[config.mk]
export PLATFORM = sky130hd
export DESIGN_NAME = sram_arbiter
export DESIGN_NICKNAME = d
export VERILOG_FILES = /design/src/rtl/sram_arb_pkg.sv /design/src/rtl/rr_arb2.sv /design/src/rtl/sram_arbiter.sv
export SDC_FILE = /design/constraint.sdc
export NUM_CORES = 1
export LEC_CHECK = 0
export CORE_AREA = 2 2 115 117
export DETAILED_ROUTE_END_ITERATION = 7
export DIE_AREA = 0 0 117 119
export PLACE_DENSITY = 0.58
export SYNTH_ARGS = -nofsm -noshare
export SYNTH_HDL_FRONTEND = slang
export SYNTH_SLANG_ARGS = --single-unit
[constraint.sdc]
create_clock -name clk -period 3.7 [get_ports clk]
set_clock_uncertainty 0.15 [all_clocks]
set_input_delay 0.74 -clock clk [delete_from_list [all_inputs] [get_ports clk]]
set_output_delay 0.74 -clock clk [all_outputs]
set_load 0.01 [all_outputs]
[src/rtl/sram_arb_pkg.sv]
// Shared definitions for the two-master SRAM arbiter: master IDs, the
// read-return owner tag, the lock-owner state encoding and the default
// address region.
package sram_arb_pkg;

    localparam logic M_CPU = 1'b0;
    localparam logic M_DMA = 1'b1;

    localparam logic [3:0] DEFAULT_REGION = 4'h4;

    // Tag registered at grant time so the read data returned one cycle later
    // can be routed to the master that issued the read.
    typedef struct packed {
        logic valid;
        logic id;
        logic oor;
    } owner_tag_t;

    // Lock ownership. Bit 0 carries the owning master ID when a lock is held.
    typedef enum logic [1:0] {
        LOCK_NONE = 2'b00,
        LOCK_M0   = 2'b10,
        LOCK_M1   = 2'b11
    } lock_state_t;

endpackage

[src/rtl/rr_arb2.sv]
// Two-way round-robin arbiter with bus locking. Grants are combinational;
// the round-robin pointer, lock owner and consecutive-lock counter are
// registered. A held lock is broken after MAX_LOCK consecutive grants when the
// other master is waiting.
module rr_arb2 import sram_arb_pkg::*; #(
    parameter int MAX_LOCK = 16
) (
    input  logic       clk,
    input  logic       rst,
    input  logic [1:0] req,
    input  logic [1:0] lock,
    output logic [1:0] gnt,
    output logic [1:0] lock_state
);

    localparam int CW = (MAX_LOCK > 1) ? $clog2(MAX_LOCK) : 1;
    localparam logic [CW-1:0] LIMIT = CW'(MAX_LOCK - 1);

    lock_state_t   lock_q, lock_d;
    logic          last_q, last_d;
    logic [CW-1:0] cnt_q, cnt_d;

    logic lock_on;
    logic owner;
    logic hold;

    assign lock_state = lock_q;

    // Grant selection plus next-state for pointer, lock owner and counter.
    always_comb begin
        gnt     = 2'b00;
        last_d  = last_q;
        lock_d  = LOCK_NONE;
        cnt_d   = '0;
        lock_on = (lock_q != LOCK_NONE);
        owner   = lock_q[0];
        // The owner keeps the bus unless it has used its full budget while
        // the other master waits.
        hold    = lock_on && req[owner] && !((cnt_q == LIMIT) && req[~owner]);

        if (hold) begin
            gnt[owner] = 1'b1;
        end else if (req == 2'b11) begin
            gnt[~last_q] = 1'b1;
        end else begin
            gnt = req;
        end

        // Nothing is granted while reset is asserted, whatever req says.
        if (!rst) begin
            gnt = 2'b00;
        end

        if (gnt != 2'b00) begin
            last_d = gnt[1];
            if (lock[gnt[1]]) begin
                lock_d = gnt[1] ? LOCK_M1 : LOCK_M0;
                if (hold) begin
                    cnt_d = (cnt_q == LIMIT) ? cnt_q : cnt_q + CW'(1);
                end
            end
        end
    end

    // Arbitration state register; last resets to M1 so M0 wins the first tie.
    always_ff @(posedge clk or negedge rst) begin
        if (!rst) begin
            lock_q <= LOCK_NONE;
            last_q <= M_DMA;
            cnt_q  <= '0;
        end else begin
            lock_q <= lock_d;
            last_q <= last_d;
            cnt_q  <= cnt_d;
        end
    end

endmodule

[src/rtl/sram_arbiter.sv]
// Shares one single-port 512x32 SRAM between the CPU data port (M0) and a DMA
// master (M1). Every access is a single grant cycle; read data returns one
// cycle later and is steered by a registered owner tag. Accesses outside the
// configured 256 MB region never touch the SRAM and report an error.
//
// Handshake: mN_req is held with stable attributes until mN_gnt is seen high
// in the same cycle; the access is accepted on the rising edge where
// req && gnt. A read's mN_rvalid is high exactly one cycle after that edge.
module sram_arbiter import sram_arb_pkg::*; #(
    parameter int         AW       = 9,
    parameter logic [3:0] REGION   = DEFAULT_REGION,
    parameter int         MAX_LOCK = 16
) (
    input  logic          clk,
    input  logic          rst,
    input  logic          m0_req,
    input  logic          m0_we,
    input  logic [3:0]    m0_be,
    input  logic [31:0]   m0_addr,
    input  logic [31:0]   m0_wdata,
    input  logic          m0_lock,
    output logic          m0_gnt,
    output logic          m0_rvalid,
    output logic [31:0]   m0_rdata,
    output logic          m0_err,
    input  logic          m1_req,
    input  logic          m1_we,
    input  logic [3:0]    m1_be,
    input  logic [31:0]   m1_addr,
    input  logic [31:0]   m1_wdata,
    input  logic          m1_lock,
    output logic          m1_gnt,
    output logic          m1_rvalid,
    output logic [31:0]   m1_rdata,
    output logic          m1_err,
    output logic          mem_cen,
    output logic          mem_wen,
    output logic [3:0]    mem_flag,
    output logic [AW-1:0] mem_addr,
    output logic [31:0]   mem_wdata,
    input  logic [31:0]   mem_rdata,
    output logic [1:0]    dbg_lock_state
);

    logic [1:0]  gnt;
    logic        any_gnt;
    logic        sel;
    logic        sel_we;
    logic [3:0]  sel_be;
    logic [31:0] sel_addr;
    logic [31:0] sel_wdata;
    logic        in_range;
    logic        unused_addr_bits;

    owner_tag_t  tag_q;
    logic [1:0]  wr_err_q;

    rr_arb2 #(
        .MAX_LOCK   (MAX_LOCK)
    ) u_arb (
        .clk        (clk),
        .rst        (rst),
        .req        ({m1_req, m0_req}),
        .lock       ({m1_lock, m0_lock}),
        .gnt        (gnt),
        .lock_state (dbg_lock_state)
    );

    assign m0_gnt  = gnt[0];
    assign m1_gnt  = gnt[1];
    assign any_gnt = |gnt;
    assign sel     = gnt[1];

    // Byte offset and the address bits between the word index and the
    // region nibble do not select anything in the SRAM.
    assign unused_addr_bits = ^{sel_addr[1:0], sel_addr[27:AW+2]};

    // Steer the granted master's request onto the SRAM port.
    always_comb begin
        sel_we    = sel ? m1_we    : m0_we;
        sel_be    = sel ? m1_be    : m0_be;
        sel_addr  = sel ? m1_addr  : m0_addr;
        sel_wdata = sel ? m1_wdata : m0_wdata;
        in_range  = (sel_addr[31:28] == REGION);

        mem_cen   = any_gnt && in_range;
        mem_wen   = mem_cen && sel_we;
        mem_flag  = mem_wen ? sel_be : 4'b0000;
        mem_addr  = any_gnt ? sel_addr[AW+1:2] : '0;
        mem_wdata = mem_wen ? sel_wdata : 32'h0;
    end

    // Capture who owns next cycle's read data and which writes fell outside
    // the region.
    always_ff @(posedge clk or negedge rst) begin
        if (!rst) begin
            tag_q    <= '0;
            wr_err_q <= 2'b00;
        end else begin
            tag_q.valid <= any_gnt && !sel_we;
            tag_q.id    <= sel;
            tag_q.oor   <= !in_range;
            wr_err_q    <= (any_gnt && sel_we && !in_range) ? gnt : 2'b00;
        end
    end

    // Route returned SRAM data to the tagged owner; out-of-range reads give 0.
    always_comb begin
        m0_rvalid = tag_q.valid && (tag_q.id == M_CPU);
        m1_rvalid = tag_q.valid && (tag_q.id == M_DMA);
        m0_rdata  = (m0_rvalid && !tag_q.oor) ? mem_rdata : 32'h0;
        m1_rdata  = (m1_rvalid && !tag_q.oor) ? mem_rdata : 32'h0;
        m0_err    = (m0_rvalid && tag_q.oor) || wr_err_q[0];
        m1_err    = (m1_rvalid && tag_q.oor) || wr_err_q[1];
    end

endmodule

; ---- Word level (Yosys, flattened, before mapping)
; Index checks and enable logic that the tools add are counted.
[word_totals]
out_inout_bits = 119
register_bits = 12
[classes]
n_addsub = 1
reduce_logical = 25
n_mux = 30
bitwise_logic = 3
magnitude_cmp = 6
n_eq_ne = 4
[op_table]
columns = cell, count
row1 = $mux 32, 5
row2 = $mux 4, 6
row3 = $logic_and 1x1->1, 16
row4 = $mux 2, 6
row5 = $mux 1, 10
row6 = $mux 9, 1
row7 = $lt 1x2->1 const B, 4
row8 = $add 4x1->4 const B, 1
row9 = $eq 4x3->1 const B, 1
row10 = $eq 4x4->1 const B, 1
row11 = $logic_not 1->1, 4
row12 = $ne 4x4->1 const B, 1
row13 = $reduce_bool 2->1, 2
row14 = $not 1->1, 3
row15 = $demux 1 s1, 2
row16 = $eq 2x2->1 const B, 1
row17 = $ge 1x1->1 const B, 2
row18 = $logic_or 1x1->1, 2
row19 = $reduce_or 2->1, 1

; ---- Longest topological paths before layout
[depth]
ltp_word = 13
mapped_depth = 8
depth_no_buf = 6

; ---- Modules after synthesis
; Synthesis repeated with hierarchy kept, for this count alone.
[unflattened]
hier_cells = 239
area_unflattened_um2 = 1985.7
[modules_own_cells]
columns = module, cells_per_inst, n_inst, area_each_um2, seq_area_each_um2
row1 = sram_arbiter, 195, 1, 1550.2, 125.1
row2 = rr_arb2, 44, 1, 435.4, 176.4

; ---- Least setup slack after synthesis
; No wires, ideal clock.
[synth_timing]
kind = input-to-output
startpoint = input m0_addr[28]
endpoint = output mem_wdata[10]
path_stages = 5
n_path_buf = 2
t_arrival_ns = 1.981
path_slack_ns = 0.829
required_ns = 2.810
path_cell_list = or4b_1 clkbuf_1 nor2_4 buf_4 a32o_1
[synth_between]
elab_chain_cells = 5
[synth_lines]
columns = item, line_no
row1 = "start, declared", sram_arbiter.sv:19  ; input logic [31:0] m0_addr,
row2 = $mux 32, sram_arbiter.sv:82  ; sel_addr = sel ? m1_addr : m0_addr;
row3 = $eq 4x3->1, sram_arbiter.sv:84  ; in_range = (sel_addr[31:28] == REGION);
row4 = $logic_and 1x1->1, sram_arbiter.sv:86  ; mem_cen = any_gnt && in_range;
row5 = $logic_and 1x1->1, sram_arbiter.sv:87  ; mem_wen = mem_cen && sel_we;
row6 = $mux 32, sram_arbiter.sv:90  ; mem_wdata = mem_wen ? sel_wdata : 32'h0;
row7 = "end, declared", sram_arbiter.sv:40  ; output logic [31:0] mem_wdata,
; No other way between the ends.

; ---- Worst setup path in the final report
[layout_timing]
startpoint = input m0_addr[28]
endpoint = output mem_wdata[24]
; The elaborated chain is that of the path after synthesis.

==> summary.md <==
| Metric | Value |
|---|---|
| Status | `finished clean` |
| Synth area leader | `and2_1` |
| Cell area after synthesis | `1745 µm²` |
| Final hold viol count | `0` |
| Drt drc | `0` |
| Sequential area share after synthesis | `17.28%` |
| Synth-to-Final Area Change | `176.6%` |
| Syn avg cell area | `8.391 µm²` |
| Reg2reg setup slack | `1.50 ns` |
| Share of cells above drive strength 1 | `11.43%` |
| Initial core utilization | `13.56%` |
| Internal power | `0.5450 mW` |
| Hold Buf Count CTS | `0` |
| Worst reg-to-reg path cell count | `8` |
| Gr ovfl total | `0` |
| Crit Path Max Fanout | `18` |
| Routed Antenna Nets | `0` |
| Number of synthesized register bits | `12` |
| Worst Tran Pin Value | `0.2989 ns` |
| Fin cells | `657` |
| Die H | `119 µm` |
| Diode count | `0` |
| Worst rel slew slack | `79.98%` |
| Placement Rows | `42` |
| Max Fclk | `0.2750 GHz` |
| Leak | `2.060 nW` |
| Vias in the first global route | `2833` |
| Detailed Route Iter0 Violations | `90` |
| Met2 usage | `24.35%` |
| RSZ-0062 raised after global routing | `no` |
| Longest Clk Path Bufs | `2` |
| GR peak layer | `met2` |
| Critical path startpoint | `m0_addr[28]` |
| Predominant post-synthesis flop cell | `dfrtp_1` |
| Sequential share of power | `20.4%` |
| First-pass GRT wire length | `14180 µm` |
| Insertion delay to the later sink of the worst-skew pair | `0.24 ns` |
| Met1 global-route usage | `13.50%` |
| Final WS setup | `0.06318 ns` |
| Clk pwr share | `29.8%` |
| Routability congestion estimate | `0.8257` |
| GRT Util Overall | `12.72%` |
| Net Switching | `0.1995 mW` |
| Die X | `117 µm` |
| Register clock-pin slew on the reported worst setup and hold paths | `0.04 ns` |
| Largest net degree at the start of global routing | `37` |
| Area fraction of the dominant cell type after synthesis | `23.66%` |
| Setup violators final | `0` |
| Pins over their slew limit | `0` |
| CTS tree | `yes` |
| Sum Neg Setup Slack | `0 ns` |
| CP endpoint kind | `output pin` |
| Worst setup SP type | `input pin` |
| TritonCTS Buffers | `3` |
| Placed cell count | `647` |
| DP Worst Slack | `-0.1603 ns` |
| Vias per cell | `4.329` |
| Critical Path AT | `2.75 ns` |
| Terminus of the critical flop-to-flop path | `tag_q[0]` |
| DR WL/cell | `15.05 µm` |
| Max rail drop VDD | `0.1353 mV` |
| CTS root buf | `clkbuf_16` |
| Post-Route WL | `9887 µm` |
| Largest cells by area after synthesis | `and2_1 (24%), a32o_1 (21%), dfrtp_1 (16%)` |
| Post-synth cell types | `45` |
| Max cap viols | `0` |
| Share of flip-flops with an asynchronous set or reset | `100.0%` |
| Crit Path Class | `input pin to output pin` |
| Logic pwr share | `49.8%` |
| H-tree levels | `1` |
| Placed wire-length estimate | `8056 µm` |
| Vias post-DR | `2844` |
| Crit path capture | `mem_wdata[24]` |
| Placeable core area | `12870 µm²` |
| Yosys warns | `0` |
| Layout net count | `659` |
| Drt first pass iters | `6` |
| Clk sinks | `12` |
| Hold Path Class | `register to register` |
| P per Cell Area | `154.2 nW/µm²` |
| Reg-to-reg startpoint | `u_arb.cnt_q[0]` |
| Post-synth EDFFs | `0` |
| Top Ports | `295` |
| Initial antenna violation count | `0` |
| Mapped Cells | `208` |
| Die footprint | `13920 µm²` |
| Final period util | `98.29%` |
| Net Sw Frac | `26.79%` |
| Mapped Nets | `385` |
| Met3 usage | `3.461%` |
| Port-buffer cells | `256` |
| Final Critical Period | `3.637 ns` |
| WHS | `0.3532 ns` |
| Worst EP required | `2.81 ns` |
[layer usage]
metal | up-vias | wire (µm)
li1 | 1342 | -
met5 | - | 0
met1 | 1282 | 3400
met3 | 15 | 1211
met2 | 205 | 5119
met4 | 0 | 155
[registers in the layout, indices dropped and copies added, names as in the netlist]
name and count:
u_arb.cnt_q 4, tag_q 3, u_arb.lock_state 2, wr_err_q 2
u_arb.last_q 1
[synthesized netlist by cell type (2+ instances only)]
master and number:
a32oi_1 2, a22o_1 10, inv_1 4, nand4_1 4, dfrtp_1 11, buf_6 7, o21ai_0 4, inv_2 2
nor2b_1 5, nor2_1 2, o211ai_1 2, o21a_1 2, nand2_1 3, a21o_1 2, buf_2 4, a21oi_1 2
a31oi_1 2, nand3_1 4, a32o_1 37, buf_4 3, and2_1 66, clkbuf_1 7
[cells by family (layout without fill, tap and decap cells)]
kind of cell	count (synthesis)	count (layout)	share of synthesized area (%)
AO/OA/AOI/OAI	71	71	36.34
XOR/XNOR	1	1	0.5019
adder cells (fa/ha/maj)	1	1	0.7167
buffers and inverters	27	300	9.749
flip-flops	12	12	17.28
multiplexers	1	1	0.6451
AND/OR/NAND/NOR	95	95	34.77
[worst max-delay path: stages]
cell and delay (ns):
clkdlybuf4s50_1 0.39, or4b_4 0.56, nor2_4 0.15, buf_12 0.17, a32o_1 0.18, clkdlybuf4s50_1 0.54
[area by class of cell]
cell class,count,area (µm²)
multi-input combinational,169,1305
fill,1315,8048
tap,176,220.2
inverter,6,25.02
sequential,12,301.5
clock buffer,4,88.84
timing repair buffer,290,2887
[power by group through the flow]
stage / Sequential (mW) / Clock [mW] / Combinational (mW)
global placement: 0.152 / 0 / 0.364
floorplan: 0.152 / 0 / 0.106
global route: 0.153 / 0.234 / 0.396
detailed placement: 0.153 / 0 / 0.367
CTS: 0.151 / 0.224 / 0.373
finish: 0.152 / 0.222 / 0.371
[per-stage QoR]
| stage | area [µm²] | total power, mW | util [%] |
|---|---|---|---|
| floorplan | 1745 | 0.2577 | - |
| global route | 4827 | 0.7835 | 37.49 |
| finish | 4827 | 0.7445 | 37.49 |
| detailed placement | 4628 | 0.5198 | 35.95 |
| global placement | 4628 | 0.5159 | 35.95 |
| CTS | 4772 | 0.7491 | 37.07 |
[worst min path at each step]
stage,from,end,slack [ns],cells after the start
detailed placement,u_arb.last_q,u_arb.last_q,0.34,2
global route,u_arb.last_q,u_arb.last_q,0.38,2
floorplan,rst,tag_q[0],0.29,0
CTS,u_arb.last_q,u_arb.last_q,0.35,2
finish,u_arb.last_q,u_arb.last_q,0.35,2
global placement,u_arb.last_q,u_arb.last_q,0.33,2
[repair_timing]
item | CTS | global route
gates cloned | 1 | 1
pin swaps | 1 | 1
setup endpoints to repair | 48 | 22
buffers inserted | 2 | 2
gates resized for setup | 37 | 6
[layout by cell type, fill, tap and decap left out, types with 2 or more instances in the layout]
master / Yosys / layout
o21ai_0: 4 / 4
nand2_1: 3 / 3
buf_4: 3 / 28
a32o_1: 37 / 36
o211ai_1: 2 / 2
dlymetal6s2s_1: 0 / 6
nand3_1: 4 / 4
inv_1: 4 / 4
dlygate4sd2_1: 0 / 27
and2_1: 66 / 66
o21a_1: 2 / 2
a21oi_1: 2 / 2
nand4_1: 4 / 4
a22o_1: 10 / 10
clkbuf_16: 0 / 4
buf_12: 0 / 4
nor2b_1: 5 / 5
nor2_1: 2 / 2
dfrtp_1: 11 / 11
clkdlybuf4s50_1: 0 / 223
a31oi_1: 2 / 2
a21o_1: 2 / 2
Note: power is estimated with default switching activity, not from simulation.
